### src/rtl/mux_pkg.sv
// Shared definitions for the round-robin arbiter and its data select.
//   ST_IDLE / ST_BURST : arbiter state encoding
//   DATA_W_DEF         : default data channel width
//   BURST_LEN_DEF      : default maximum beats per grant
package mux_pkg;

    typedef enum logic {
        ST_IDLE  = 1'b0,
        ST_BURST = 1'b1
    } st_e;

    localparam int DATA_W_DEF    = 8;
    localparam int BURST_LEN_DEF = 4;

endpackage

### src/rtl/mux_2_1.sv
// Single-bit 2:1 selector.
//   in_i[1:0] : candidate bits, in_i[0] chosen when s_i=0
//   s_i       : select
//   y_o       : selected bit
module mux_2_1 (
    input  logic [1:0] in_i,
    input  logic       s_i,
    output logic       y_o
);

    assign y_o = s_i ? in_i[1] : in_i[0];

endmodule

### src/rtl/rr_arb_2_1.sv
// Two-source round-robin arbiter with a registered valid/ready output stage.
// A source is granted for a burst of up to BURST_LEN beats; its data is
// steered through a bank of mux_2_1 cells and captured in the output register.
//   clk, rst_n           : clock, asynchronous active-low reset
//   in_valid[1:0]        : per-source valid (bit 0 = source 0)
//   in0_data, in1_data   : source data
//   in_ready[1:0]        : per-source ready, at most one bit high
//   out_data, out_valid  : registered output beat
//   out_ready            : downstream accept
//   sel                  : current grant
module rr_arb_2_1
    import mux_pkg::*;
#(
    parameter int DATA_W    = DATA_W_DEF,
    parameter int BURST_LEN = BURST_LEN_DEF,
    parameter int CNT_W     = 2
) (
    input  logic              clk,
    input  logic              rst_n,
    input  logic [1:0]        in_valid,
    input  logic [DATA_W-1:0] in0_data,
    input  logic [DATA_W-1:0] in1_data,
    output logic [1:0]        in_ready,
    output logic [DATA_W-1:0] out_data,
    output logic              out_valid,
    input  logic              out_ready,
    output logic              sel
);

    localparam logic [CNT_W-1:0] CNT_LAST = CNT_W'(BURST_LEN - 1);
    localparam logic [CNT_W-1:0] CNT_ONE  = CNT_W'(1);
    localparam logic [CNT_W-1:0] CNT_ZERO = CNT_W'(0);

    st_e               st_q, st_d;
    logic              g_q, g_d;
    logic              lst_q, lst_d;
    logic [CNT_W-1:0]  cnt_q, cnt_d;
    logic              out_valid_q, out_valid_d;
    logic [DATA_W-1:0] out_data_q, out_data_d;
    logic [1:0]        in_ready_s;
    logic              room_s;
    logic              load_s;
    logic [DATA_W-1:0] sel_data_s;

    // The output register can take a beat when empty or draining this cycle.
    assign room_s = !out_valid_q || out_ready;

    for (genvar i = 0; i < DATA_W; i++) begin : g_bit
        mux_2_1 u_mux (
            .in_i ({in1_data[i], in0_data[i]}),
            .s_i  (g_q),
            .y_o  (sel_data_s[i])
        );
    end

    // Arbiter next-state: grant selection, burst counting and release.
    always_comb begin
        st_d       = st_q;
        g_d        = g_q;
        lst_d      = lst_q;
        cnt_d      = cnt_q;
        load_s     = 1'b0;
        in_ready_s = 2'b00;
        case (st_q)
            ST_IDLE: begin
                if (in_valid != 2'b00) begin
                    // On a tie the source not served last wins.
                    if (in_valid == 2'b11) begin
                        g_d = ~lst_q;
                    end else begin
                        g_d = in_valid[1];
                    end
                    cnt_d = CNT_ZERO;
                    st_d  = ST_BURST;
                end else begin
                    st_d = ST_IDLE;
                end
            end
            ST_BURST: begin
                in_ready_s = g_q ? {room_s, 1'b0} : {1'b0, room_s};
                if (!in_valid[g_q]) begin
                    // Granted source went quiet: release without a transfer.
                    lst_d = g_q;
                    cnt_d = CNT_ZERO;
                    st_d  = ST_IDLE;
                end else if (room_s) begin
                    load_s = 1'b1;
                    if (cnt_q == CNT_LAST) begin
                        lst_d = g_q;
                        cnt_d = CNT_ZERO;
                        st_d  = ST_IDLE;
                    end else begin
                        cnt_d = cnt_q + CNT_ONE;
                    end
                end else begin
                    st_d = ST_BURST;
                end
            end
            default: begin
                st_d  = ST_IDLE;
                cnt_d = CNT_ZERO;
            end
        endcase
    end

    // Output register next-state: load wins over drain, otherwise hold.
    always_comb begin
        out_valid_d = out_valid_q;
        out_data_d  = out_data_q;
        if (load_s) begin
            out_valid_d = 1'b1;
            out_data_d  = sel_data_s;
        end else if (out_ready) begin
            out_valid_d = 1'b0;
        end else begin
            out_valid_d = out_valid_q;
        end
    end

    // State, grant, counter and output registers.
    always_ff @(posedge clk or negedge rst_n) begin
        if (!rst_n) begin
            st_q        <= ST_IDLE;
            g_q         <= 1'b0;
            lst_q       <= 1'b1;
            cnt_q       <= CNT_ZERO;
            out_valid_q <= 1'b0;
            out_data_q  <= {DATA_W{1'b0}};
        end else begin
            st_q        <= st_d;
            g_q         <= g_d;
            lst_q       <= lst_d;
            cnt_q       <= cnt_d;
            out_valid_q <= out_valid_d;
            out_data_q  <= out_data_d;
        end
    end

    // in_ready must follow out_ready within the cycle, so it stays combinational.
    assign in_ready  = in_ready_s;
    assign out_valid = out_valid_q;
    assign out_data  = out_data_q;
    assign sel       = g_q;

endmodule

### config.mk
export PLATFORM = sky130hd
export DESIGN_NAME = rr_arb_2_1
export DESIGN_NICKNAME = d
export VERILOG_FILES = /design/src/rtl/mux_pkg.sv /design/src/rtl/mux_2_1.sv /design/src/rtl/rr_arb_2_1.sv
export SDC_FILE = /design/constraint.sdc
export NUM_CORES = 1
export LEC_CHECK = 0
export CORE_MARGIN = 1.5
export CORE_UTILIZATION = 37
export CTS_CLUSTER_SIZE = 28
export DETAILED_ROUTE_END_ITERATION = 8
export PLACE_DENSITY = 0.79
export SYNTH_ARGS = -nofsm -noshare
export SYNTH_HDL_FRONTEND = slang
export SYNTH_SLANG_ARGS = --single-unit
### constraint.sdc
create_clock -name clk -period 1.4 [get_ports clk]
set_input_delay 0.28 -clock clk [delete_from_list [all_inputs] [get_ports clk]]
set_output_delay 0.28 -clock clk [all_outputs]
set_load 0.02 [all_outputs]
==> out/qor.yml <==
cts-hold-fix-buffers: 0
cts.reportedPaths.clkPinSlew_ps: 90
die-height_um: 48.6
number_of_top_level_pins: 33
number_of_antenna_violations_at_the_first_check_in_global_routing: 0
netlist_instances: 61
final.setup.worst_slack_ps: -16.9
cts_inserted_buffers: 3
ys.warnings.count: 0
dpl.cell_count: 125
globalplace.congestion: 0.786
die_w_um: 48.6
cp_data_arrival_time_ps: 1140
grt_pass1_vias: 660
synthDistinctLibCells: 22
fin_hold_ws_ps: 299
rsz_0062_raised_after_global_routing: "true"
power.leakage_uw: 0.000583
p_int_uw: 1550
min_path_type: "input pin to async pin"
final_min_period_over_clock_period_pct: 101
worstSetupEndpointType: "output pin"
cell_area_power_density_nw_per_um2: 2050
die-area_sq_um: 2370
skew_ps: 3.10
htree_num_levels: 1
ctsLongestPathBuffers: 2
detail_route.wl_per_cell_um: 12.9
setup_violations: 1
ir_drop_v: 0.000935
placementRows: 16
detailedRoute.firstIterationViolations: 8
grt_start_max_net_pins: 15
drc: 0
fin_setup_tns_ps: -16.9
worstMarginPinSlew_ps: 244
finalHoldViolations: 0
worst-path-max-fanout: 2
dp_slack_ps: -516
insertion_delay_ps: 280
max-cap-violations: 0
clock_sink_count: 14
critical_path.max_stage_delay_ps: 420
wire_length_of_the_first_global_routing_pass_um: 2880
maxClockFrequency_mhz: 706
totalWireLength_um: 1690
antennaDiodeCount: 0
net-switching-power_uw: 942
timing.critical_path.required_ps: 1120
crit_path_top_delay_cell: "dfrtp_1"
postRouteAntennaNets: 0
sequential_area_share_after_synthesis_pct: 45.6
slew_violations: 0
mappedNetlistArea_sq_um: 771
startpoint_type: "flip-flop"
period_needed_ps: 1420
seq_power_share_pct: 30.3
crit_path_cell_trace: "nand2b_4, buf_6, nand2_2, nor2_1, buf_4"
post_route_cells_drive_above_1_share_pct: 36.5
syn-num-nets: 83
layout.cells.non_filler: 131
clock_power_share_pct: 11.8
initial_core_util_pct: 39.3
global_route.usage.total_pct: 15.4
cp_num_buf_inv: 2
vias: 651
num-fill-cells: 184
avgSynthCellArea_sq_um: 12.6
final_net_count: 127
worstSetupPathType: "flip-flop to output pin"
run_status: "finished with violations"
tritoncts: "done"
fp.coreArea_sq_um: 1960
dp.final_hpwl_um: 1220
cp_top_family: "flip-flops"
first_pass_iters: 4
drt-vias-per-instance: 4.97
ys_seq_elements: 14
io_buffer_count: 32
cts_root_buf: "clkbuf_4"
finalCoreUtilization_pct: 62.1
area_growth_pct: 58.1
swShare_pct: 37.8
globalRouteOverflowTotal: 0
power.combinational.fraction_pct: 57.9
max_slew_margin_pct: 83.7
failed_checks: "negative setup slack"
==> path summary, 6_finish.rpt <==
check                                     endpoint               startpoint  slack (ps)  cells past startpoint
max                                    in_ready[0]    out_valid$_DFFE_PN0P_         -20                      5
max reg2reg                out_data[4]$_DFFE_PN0P_          sel$_DFFE_PN0P_          20                      3
min in group clk           out_data[5]$_DFFE_PN0P_  out_data[5]$_DFFE_PN0P_         510                      1
min                                 st_q$_DFF_PN0_                    rst_n         300                      2
max in group asynchronous        lst_q$_DFFE_PN1P_                    rst_n         870                      2
min reg2reg                out_data[5]$_DFFE_PN0P_  out_data[5]$_DFFE_PN0P_         510                      1
==> placed cells by master, fill, tap and decap left out <==
cell type        synthesis  layout
a21boi_0                 1       1
a21o_1                   1       1
a32o_1                   1       1
and3_1                   1       1
buf_4                    1      10
buf_6                    1       1
clkbuf_4                 0       3
clkbuf_8                 0       1
clkdlybuf4s50_1          0      19
dfrtp_1                 13      12
dfrtp_2                  0       1
dfstp_2                  1       1
dlygate4sd2_1            0      11
ha_1                     1       1
inv_1                    1       1
mux2_2                   8       8
mux2_4                   9       9
mux2i_1                  2       2
nand2_1                  9       8
nand2_2                  0       1
nand2b_4                 0       1
nand3_4                  1       2
nor2_1                   3       3
o211ai_1                 1       1
o21ai_0                  1       1
o22ai_1                  2       2
o2bb2ai_1                1       1
==> registers in the layout, indices dropped and copies added, names as in the netlist <==
| name | flops |
|---|---|
| out_data | 8 |
| cnt_q | 2 |
| lst_q | 1 |
| out_valid | 1 |
| sel | 1 |
| st_q | 1 |
==> worst reg2reg max path, cell delays in order, from the launching register on <==
cell     delay, ps
dfrtp_2        460
mux2_4         350
nand3_4        150
mux2_4         310
==> repair_timing <==
action	4_1_cts	5_1_grt
setup endpoints to repair	20	10
pin swaps	2	2
resized for setup	23	2
gates cloned	0	1
hold endpoints to repair	0	0
buffers inserted	1	0
==> Yosys cell counts (all sizes together) <==
cell     number  area share [%]
inv           1            0.49
o2bb2ai       1             1.1
o211ai        1            0.97
ha            1             1.6
a32o          1             1.3
nand2         9             4.4
a21boi        1            0.97
o21ai         1            0.65
dfrtp        13              42
buf           3             3.1
and3          1            0.81
dfstp         1             3.4
mux2         17              29
mux2i         2             2.6
o22ai         2             1.6
nand2b        1            0.81
nor2          3             1.5
nand3         1             2.3
a21o          1            0.97
==> stage by stage <==
stage,cell area [sq um],total power [uW]
2_1_floorplan,772,1680
3_3_place_gp,1160,2230
3_5_place_dp,1160,2260
4_1_cts,1200,2470
5_1_grt,1220,2650
6_report,1220,2490
==> power by group through the flow <==
stage	sequential [uW]	clock, uW	combinational [uW]
after floorplan	920	0	757
after global placement	748	0	1480
after detailed placement	754	0	1500
after CTS	755	303	1410
after global routing	783	317	1550
final	757	294	1440
==> per-layer routing <==
| metal | share of wire (%) | vias up | GRT usage, % | wire length [um] |
|---|---|---|---|---|
| met5 | 0 | - | 0 | 0 |
| met4 | 1.5 | 0 | 4.76 | 25 |
| met3 | 8.2 | 4 | 4.32 | 138 |
| met2 | 52 | 28 | 27.4 | 879 |
| met1 | 38 | 314 | 17.8 | 649 |
| li1 | - | 305 | - | - |
==> kinds of logic (layout without fill, tap and decap cells) <==
family,Yosys count,in the layout,synth area share (%)
AO/OA/AOI/OAI,8,8,7.63
adder cells (fa/ha/maj),1,1,1.62
buffers and inverters,4,46,3.57
flip-flops,14,14,45.6
multiplexers,19,19,31.8
AND/OR/NAND/NOR,15,16,9.74
==> final cells by class <==
cell class / instances / area, sq um / area share (%)
clock buffers: 4 / 36.3 / 2.98
inverters: 1 / 3.75 / 0.308
multi-input cells: 44 / 419 / 34.4
flip-flops and latches: 14 / 353 / 29.0
well taps: 27 / 33.8 / 2.77
repair buffers: 41 / 373 / 30.6
(Power assumes the default switching activity.)
==> patch, RTL diff (same settings) <==
`CNT_W`: 2 -> 3.
--- a/src/rtl/rr_arb_2_1.sv
+++ b/src/rtl/rr_arb_2_1.sv
@@ -13,7 +13,7 @@
 #(
     parameter int DATA_W    = DATA_W_DEF,
     parameter int BURST_LEN = BURST_LEN_DEF,
-    parameter int CNT_W     = 2
+    parameter int CNT_W     = 3
 ) (
     input  logic              clk,
     input  logic              rst_n,
Behaviour: same outputs for any inputs over 10 cycles, from zero or initial values and one cycle with rst_n low; that may be too few to reach the edited logic, so the function may still have changed.
==> patch against the original RTL <==
Final area rose by 7.7%. Worst setup slack improved by 0.019 ns. Synthesized cell count rose by 18%. Sequential cell count rose by 1. Power rose by 1.4%. Combinational power rose by 5%. Count of clock-buffer cells in the layout fell by 1. Synthesized area fell by 2.8%. Critical endpoint is now cnt_q[1]$_DFFE_PN0P_. Largest power group unchanged. Wire length rose by 16%. Sequential share of layout area fell by 0.16 points.
==> patch: results (changes against the original RTL) <==
* Status: finished, final reports clean (was finished with violations)
* Resized Gates After CTS at 24 (was 23)
* Syn_nets at 94 (was 83)
* Met3 wire len at 95 µm (was 138 µm)
* Area after DPL at 1197 µm² (was 1162 µm²)
* Layout clock area frac at 2.097% (was 2.977%)
* Drt initial violations at 4 (was 8)
* Final wirelength at 1.956 mm (was 1.692 mm)
* Sequential share of cell area at 28.79% (was 28.95%)
* Slew @ Worst Pin at 0.2608 ns (was 0.2442 ns)
* Top cell type's share of synthesized area at 46.74% (was 42.21%)
* Layout Nets at 145 (was 127)
* Skew final at 0.007128 ns (was 0.003105 ns)
* Syn_area_per_cell at 10.41 µm² (was 12.64 µm²)
* Crit path max fanout at 6 (was 2)
* Dpl cells at 142 (was 125)
* GR Layer Usage met3 at 6.415% (was 4.321%)
* Layout non-clock buf frac at 35.56% (was 30.60%)
* Commonest cells post-synth: 14 x dfrtp_1, 14 x nand2_1, 8 x mux2i_1 (was 13 x dfrtp_1, 9 x mux2_4, 9 x nand2_1)
* Number of global-route vias before repair at 706 (was 660)
* Setup Buffers After CTS at 0 (was 1)
* Grt met1 use at 22.45% (was 17.82%)
* Pre-CTS setup slack at -0.5008 ns (was -0.5163 ns)
* Hpwl dp at 1.428 mm (was 1.220 mm)
* Max VDD drop at 1290 µV (was 935.2 µV)
* LEAKAGE at 0.6519 nW (was 0.5832 nW)
* Top post-synthesis cells by area: dfrtp_1 47%, mux2i_1 11%, nand2_1 7.0% (was dfrtp_1 42%, mux2_4 18%, mux2_2 12%)
* M2 GR Usage at 30.93% (was 27.40%)
* Non-clk invs at 3 (was 1)
* Total track usage at 19.81% (was 15.40%)
* RD Place Congestion at 0.6573 (was 0.7856)
* Unique masters post-synth at 26 (was 22)
==> patch: final timing paths <==
kind	startpoint	to	slack [ns]	cells after the start
max	sel$_DFFE_PN0P_	cnt_q[1]$_DFFE_PN0P_	0.003	5
min	rst_n	st_q$_DFF_PN0_	0.20	1
max reg2reg	sel$_DFFE_PN0P_	cnt_q[1]$_DFFE_PN0P_	0.003	5
min reg2reg	out_data[3]$_DFFE_PN0P_	out_data[3]$_DFFE_PN0P_	0.48	2
max in group asynchronous	rst_n	sel$_DFFE_PN0P_	0.74	2
min in group clk	out_ready	out_valid$_DFFE_PN0P_	0.47	4
==> patch: kinds of logic after synthesis <==
logic type | share of synthesized area, %
flops | 50.25
compound gates | 16.36
fa+ha+maj | 1.669
buf+inv | 3.672
simple gates | 15.36
mux | 12.69
==> patch: power by group <==
| part | switching [mW] | internal [mW] | total (mW) |
|---|---|---|---|
| combinational | 0.748 | 0.766 | 1.51 |
| sequential | 0.130 | 0.628 | 0.757 |
| clock | 0.150 | 0.107 | 0.257 |
